### config.mk
export PLATFORM = sky130hd
export DESIGN_NAME = alu_issue_wb
export DESIGN_NICKNAME = d
export VERILOG_FILES = /design/src/rtl/alu_issue_wb.sv
export SDC_FILE = /design/constraint.sdc
export NUM_CORES = 1
export LEC_CHECK = 0
export CORE_ASPECT_RATIO = 1.75
export CORE_MARGIN = 2
export CORE_UTILIZATION = 54
export DETAILED_ROUTE_END_ITERATION = 6
export PLACE_DENSITY_LB_ADDON = 0.2
export SYNTH_ARGS = -nofsm -noshare
export SYNTH_HDL_FRONTEND = slang
export SYNTH_SLANG_ARGS = --single-unit
### constraint.sdc
create_clock -name clk -period 3.9 [get_ports clk]
set_input_delay 0.39 -clock clk [delete_from_list [all_inputs] [get_ports clk]]
set_output_delay 0.39 -clock clk [all_outputs]
set_load 0.005 [all_outputs]
### src/rtl/alu_issue_wb.sv
// Issue/writeback stage around a combinational ALU: reads the operands, drives the ALU, and writes back the result and flags.
// Optional feature: `define ALU_IMM_OPB_EN selects in_imm as ALU operand B when instr[0]=1.
module alu_issue_wb #(
  parameter int unsigned DW   = 8,
  parameter int unsigned NREG = 8,
  parameter int unsigned AW   = 3
) (
  input  logic          clk,
  input  logic          rst,
  input  logic          in_valid,
  output logic          in_ready,
  input  logic [15:0]   in_instr,
  input  logic [DW-1:0] in_imm,
  output logic [DW-1:0] alu_a,
  output logic [DW-1:0] alu_b,
  output logic [3:0]    alu_op,
  input  logic [DW-1:0] alu_res,
  input  logic [7:0]    alu_flag,
  output logic [7:0]    status,
  output logic          done,
  input  logic          dbg_we,
  input  logic [AW-1:0] dbg_addr,
  input  logic [DW-1:0] dbg_wdata,
  output logic [DW-1:0] dbg_rdata
);

  localparam int unsigned IW = 16;

  typedef enum logic [1:0] {S_IDLE, S_EXEC, S_WB} state_e;

  state_e          state_q, state_d;
  logic [IW-1:0]   instr_q, instr_d;
  logic [DW-1:0]   regs_q [NREG];
  logic [DW-1:0]   regs_d [NREG];
  logic [7:0]      status_q, status_d;
  logic            done_q, done_d;
  logic            ready_q, ready_d;
  logic [DW-1:0]   alu_a_q, alu_a_d;
  logic [DW-1:0]   alu_b_q, alu_b_d;

  logic [AW-1:0]   in_rs1, in_rs2, wb_rd;
  logic            unused_bits;

  assign in_rs1 = AW'(in_instr[8:6]);
  assign in_rs2 = AW'(in_instr[5:3]);
  assign wb_rd  = AW'(instr_q[11:9]);

  // State register
  always_ff @(posedge clk or posedge rst) begin
    if (rst) state_q <= S_IDLE;
    else     state_q <= state_d;
  end

  // Next-state logic
  always_comb begin
    state_d = state_q;
    case (state_q)
      S_IDLE:  if (in_valid) state_d = S_EXEC;
      S_EXEC:  state_d = S_WB;
      S_WB:    state_d = S_IDLE;
      default: state_d = S_IDLE;
    endcase
  end

  // Outputs and datapath; operands are sampled at accept since the register
  // file cannot change between accept and the EXEC->WB edge
  always_comb begin
    instr_d  = instr_q;
    regs_d   = regs_q;
    status_d = status_q;
    alu_a_d  = alu_a_q;
    alu_b_d  = alu_b_q;
    done_d   = (state_d == S_WB);
    ready_d  = (state_d == S_IDLE);
    case (state_q)
      S_IDLE: begin
        if (in_valid) begin
          instr_d = in_instr;
          alu_a_d = regs_q[in_rs1];
`ifdef ALU_IMM_OPB_EN
          alu_b_d = in_instr[0] ? in_imm : regs_q[in_rs2];
`else
          alu_b_d = regs_q[in_rs2];
`endif
        end else if (dbg_we && (dbg_addr != '0)) begin
          regs_d[dbg_addr] = dbg_wdata;
        end
      end
      S_EXEC: begin
        if (wb_rd != '0) regs_d[wb_rd] = alu_res;
        status_d = alu_flag;
      end
      default: ;
    endcase
  end

  always_ff @(posedge clk or posedge rst) begin
    if (rst) begin
      instr_q  <= '0;
      status_q <= '0;
      done_q   <= 1'b0;
      ready_q  <= 1'b1;
      alu_a_q  <= '0;
      alu_b_q  <= '0;
      for (int i = 0; i < int'(NREG); i++) regs_q[i] <= '0;
    end else begin
      instr_q  <= instr_d;
      status_q <= status_d;
      done_q   <= done_d;
      ready_q  <= ready_d;
      alu_a_q  <= alu_a_d;
      alu_b_q  <= alu_b_d;
      regs_q   <= regs_d;
    end
  end

  assign in_ready  = ready_q;
  assign done      = done_q;
  assign status    = status_q;
  assign alu_a     = alu_a_q;
  assign alu_b     = alu_b_q;
  assign alu_op    = instr_q[15:12];
  assign dbg_rdata = (dbg_addr == '0) ? '0 : regs_q[dbg_addr];

  // Instruction bits not needed after accept (operands already captured)
`ifdef ALU_IMM_OPB_EN
  assign unused_bits = ^{instr_q[8:0], in_instr[2:1]};
`else
  assign unused_bits = ^{instr_q[8:0], in_instr[2:0], in_imm};
`endif

endmodule

==> metrics.md <==
| Metric | Value |
|---|---|
| Number of buffers on the longest clock path | 2 |
| Startpoint Class | input pin |
| DRC violation count after routing | 0 |
| Kind of end point of the critical path | output port |
| Placed instance count | 655 |
| Post-Synthesis Cells | 483 |
| Library cell used as clock root buffer | sky130_fd_sc_hd__clkbuf_16 |
| Antenna Diode Count | 0 |
| Number of gates given a new drive strength after cts | 0 |
| RSZ-0062 raised after global routing | false |
| Min cycle time layout | 3130 ps |
| # setup viols final | 0 |
| Final wirelength | 15.3 mm |
| EDFF count, synth | 0 |
| Rel. slew slack | 26.7% |
| Number of storage elements in the synthesis netlist | 98 |
| Worst Max-Slew Pin Slew | 1090 ps |
| Number of cells on the worst reg-to-reg path | 4 |
| Filler instances | 789 |
| Crit path required time | 3510 ps |
| GRT Residual Overflow | 0 |
| Summed instance area of the synthesized netlist | 5670 um2 |
| Cell with the largest stage delay on the worst path | sky130_fd_sc_hd__clkdlybuf4s50_1 |
| Worst Hold Endpoint | regs_q[62] |
| Clock-pin slew of the registers on the worst-case setup and hold paths | 70 ps |
| Clock Latency Late Sink | 350 ps |
| Leading register cell type out of synthesis | sky130_fd_sc_hd__dfrtp_1 |
| Final layout net count | 594 |
| Endpoint of the most critical register-to-register path | regs_q[50] |
| Hold-fix buffers at CTS | 0 |
| Synth warnings | 0 |
| Power per cell area | 462 nW/um2 |
| Number of antenna violations at the first check in global routing | 0 |
| GRT Util Overall | 28.5% |
| Fmax | 319 MHz |
| Share of flip-flops with an asynchronous set or reset after synthesis | 100% |
| Vertical die dimension | 140 um |
| Class of the worst hold path | flip-flop to flip-flop |
| Largest net degree at the start of global routing | 42 |
| Global-route wire length before repair | 24.0 mm |
| Count of antenna-violating nets left after detailed routing | 0 |
| Maximum fanout along the worst path | 12 |
| Total CTS buffers | 9 |
| Via count of the first global-routing pass | 4491 |
| Number of max-cap violations | 0 |
| Endpoints failing hold | 0 |
| Per-instance average area after synthesis | 11.7 um2 |
| Iter 0 DRT Violations | 334 |
| Share of cells above drive strength 1 | 25.7% |
| Initial standard-cell utilization of the core | 55.4% |
| Net count after synthesis | 538 |
| Hold path startpoint | regs_q[62] |
| IO Count | 93 |
| Dominant cell type by count on the critical path | sky130_fd_sc_hd__clkdlybuf4s50_1 |
| Core Util, Final | 66.7% |
| Share of synthesized area occupied by flip-flops and latches | 43.3% |
| Number of library cell types mapped by synthesis | 38 |
| Run status | finished clean |
| Setup TNS after final layout | 0 ps |
| Fin. max-slew vios | 0 |
| TritonCTS Sinks | 98 |
| Detailed-route via count | 4339 |
| Worst hold stages | 0 |
| Arrival time of the worst setup path | 2740 ps |
| TritonCTS clock tree | built |
| Delay of the slowest cell on the worst path | 620 ps |
| Weighted congestion at the end of routability-driven global placement | 0.882 |
| H-tree lvl count | 3 |
| Slack of the worst reg-to-reg path | 1350 ps |
| Die Span X | 81.5 um |
| Non-filler instance count after layout | 671 |
| Dpl hpwl | 11.6 mm |
| Detailed Routing Iterations Pass 1 | 5 |
| Post-CTS Setup Bufs | 0 |
| LEAKAGE | 2.91 nW |
| CP cell instances | clkdlybuf4s50_1 > inv_1 > and3_1 > a222oi_1 > o21ai_0 > clkdlybuf4s50_1 |
| Routed length per placed instance | 22.8 um |
| Core footprint | 10200 um2 |
| Area delta synth->final | 20.5% |
| Source of the worst register-to-register timing path | done |
| Setup Skew | 9.27 ps |
| Port Buffers | 81 |
| Final clock period utilization by the worst path | 80.3% |
| Kind of critical path | input pin to output port |
| Worst vdd rail ir drop | 0.275 mV |
| Vias per Instance | 6.47 |
| Number of rows created at floorplan | 49 |
| Die Outline Area | 11400 um2 |
-- Yosys cell counts (all sizes together) (2+ instances only) --
library cell	n	area, um2
nand2	41	154
nor2	35	131
a21oi	24	120
o2bb2ai	24	210
and3	2	12.5
a32o	8	80.1
or3b	4	35.0
o22ai	25	163
and2	2	12.5
mux2	63	709
buf	29	146
a22o	8	70.1
dfrtp	97	2430
nand3b	4	30.0
mux4	32	721
a222oi	8	80.1
nor3	3	20.0
o21ai	14	92.6
nor3b	3	22.5
clkbuf	22	82.6
mux2i	24	240
inv	3	11.3
-- per-layer routing --
metal | track usage [%] | wire length, um | vias to the layer above
li1 | - | - | 1946
met1 | 36.0 | 6090 | 2190
met2 | 48.3 | 8140 | 169
met3 | 2.40 | 636 | 34
met4 | 13.3 | 438 | 0
met5 | 0 | 0 | -
-- how the worst max path moves through the flow --
stage	startpoint	to	slack, ps	cells past startpoint
after floorplan	rst	alu_a[0]	950	1
after global placement	dbg_addr[0]	dbg_rdata[1]	800	6
after detailed placement	dbg_addr[0]	dbg_rdata[1]	770	6
after CTS	dbg_addr[0]	dbg_rdata[1]	770	6
after global routing	dbg_addr[0]	dbg_rdata[7]	600	6
final	dbg_addr[0]	dbg_rdata[1]	770	6
-- cells in the final DEF, fill, tap and decap left out, types with 15 or more instances in the layout --
master	instances
sky130_fd_sc_hd__a21oi_1	24
sky130_fd_sc_hd__buf_4	15
sky130_fd_sc_hd__clkdlybuf4s50_1	81
sky130_fd_sc_hd__dfrtp_1	97
sky130_fd_sc_hd__mux2_2	61
sky130_fd_sc_hd__mux2i_1	24
sky130_fd_sc_hd__mux4_2	32
sky130_fd_sc_hd__nand2_1	41
sky130_fd_sc_hd__nor2_1	35
sky130_fd_sc_hd__o22ai_1	24
sky130_fd_sc_hd__o2bb2ai_1	24
-- critical path: cells and delay by family --
| family | cells | cell delay [ps] |
|---|---|---|
| buf+inv | 3 | 1390 |
| simple gates | 1 | 370 |
| compound gates | 2 | 590 |
-- sequential cells by signal, summed over array words and instances, names as in the netlist --
signal,count
done,1
instr_q,7
alu_a,8
state_q,1
alu_b,8
regs_q,64
in_ready,1
status,8
-- metrics by stage --
step	hold WS, ps	total power, mW	cell area, um2	setup WS (ps)
finish	396	3.15	6830	768
global route	410	3.30	6830	596
CTS	399	3.17	6830	766
detailed placement	384	2.27	6530	771
global placement	377	2.24	6530	803
floorplan	441	1.86	5670	950
-- logic make-up after synthesis --
family                 synth area share, %
AND/OR/NAND/NOR                       8.50
buffers and inverters                 4.24
multiplexers                          29.5
AO/OA/AOI/OAI                         14.5
flip-flops                            43.3
-- power by group --
part | internal, mW | total, mW | switching, mW
clock | 0.518 | 0.892 | 0.375
sequential | 1.20 | 1.38 | 0.172
combinational | 0.492 | 0.885 | 0.393
-- cell type report --
type / count / area [um2] / area share [%]
Inverter: 3 / 13.8 / 0.202
Sequential cell: 98 / 2450 / 35.9
Multi-Input combinational cell: 331 / 2980 / 43.6
Clock inverter: 4 / 52.6 / 0.770
Clock buffer: 12 / 246 / 3.61
Timing Repair Buffer: 96 / 923 / 13.5
Tap cell: 127 / 159 / 2.33
No activity file was read; power rests on OpenSTA's default activity.
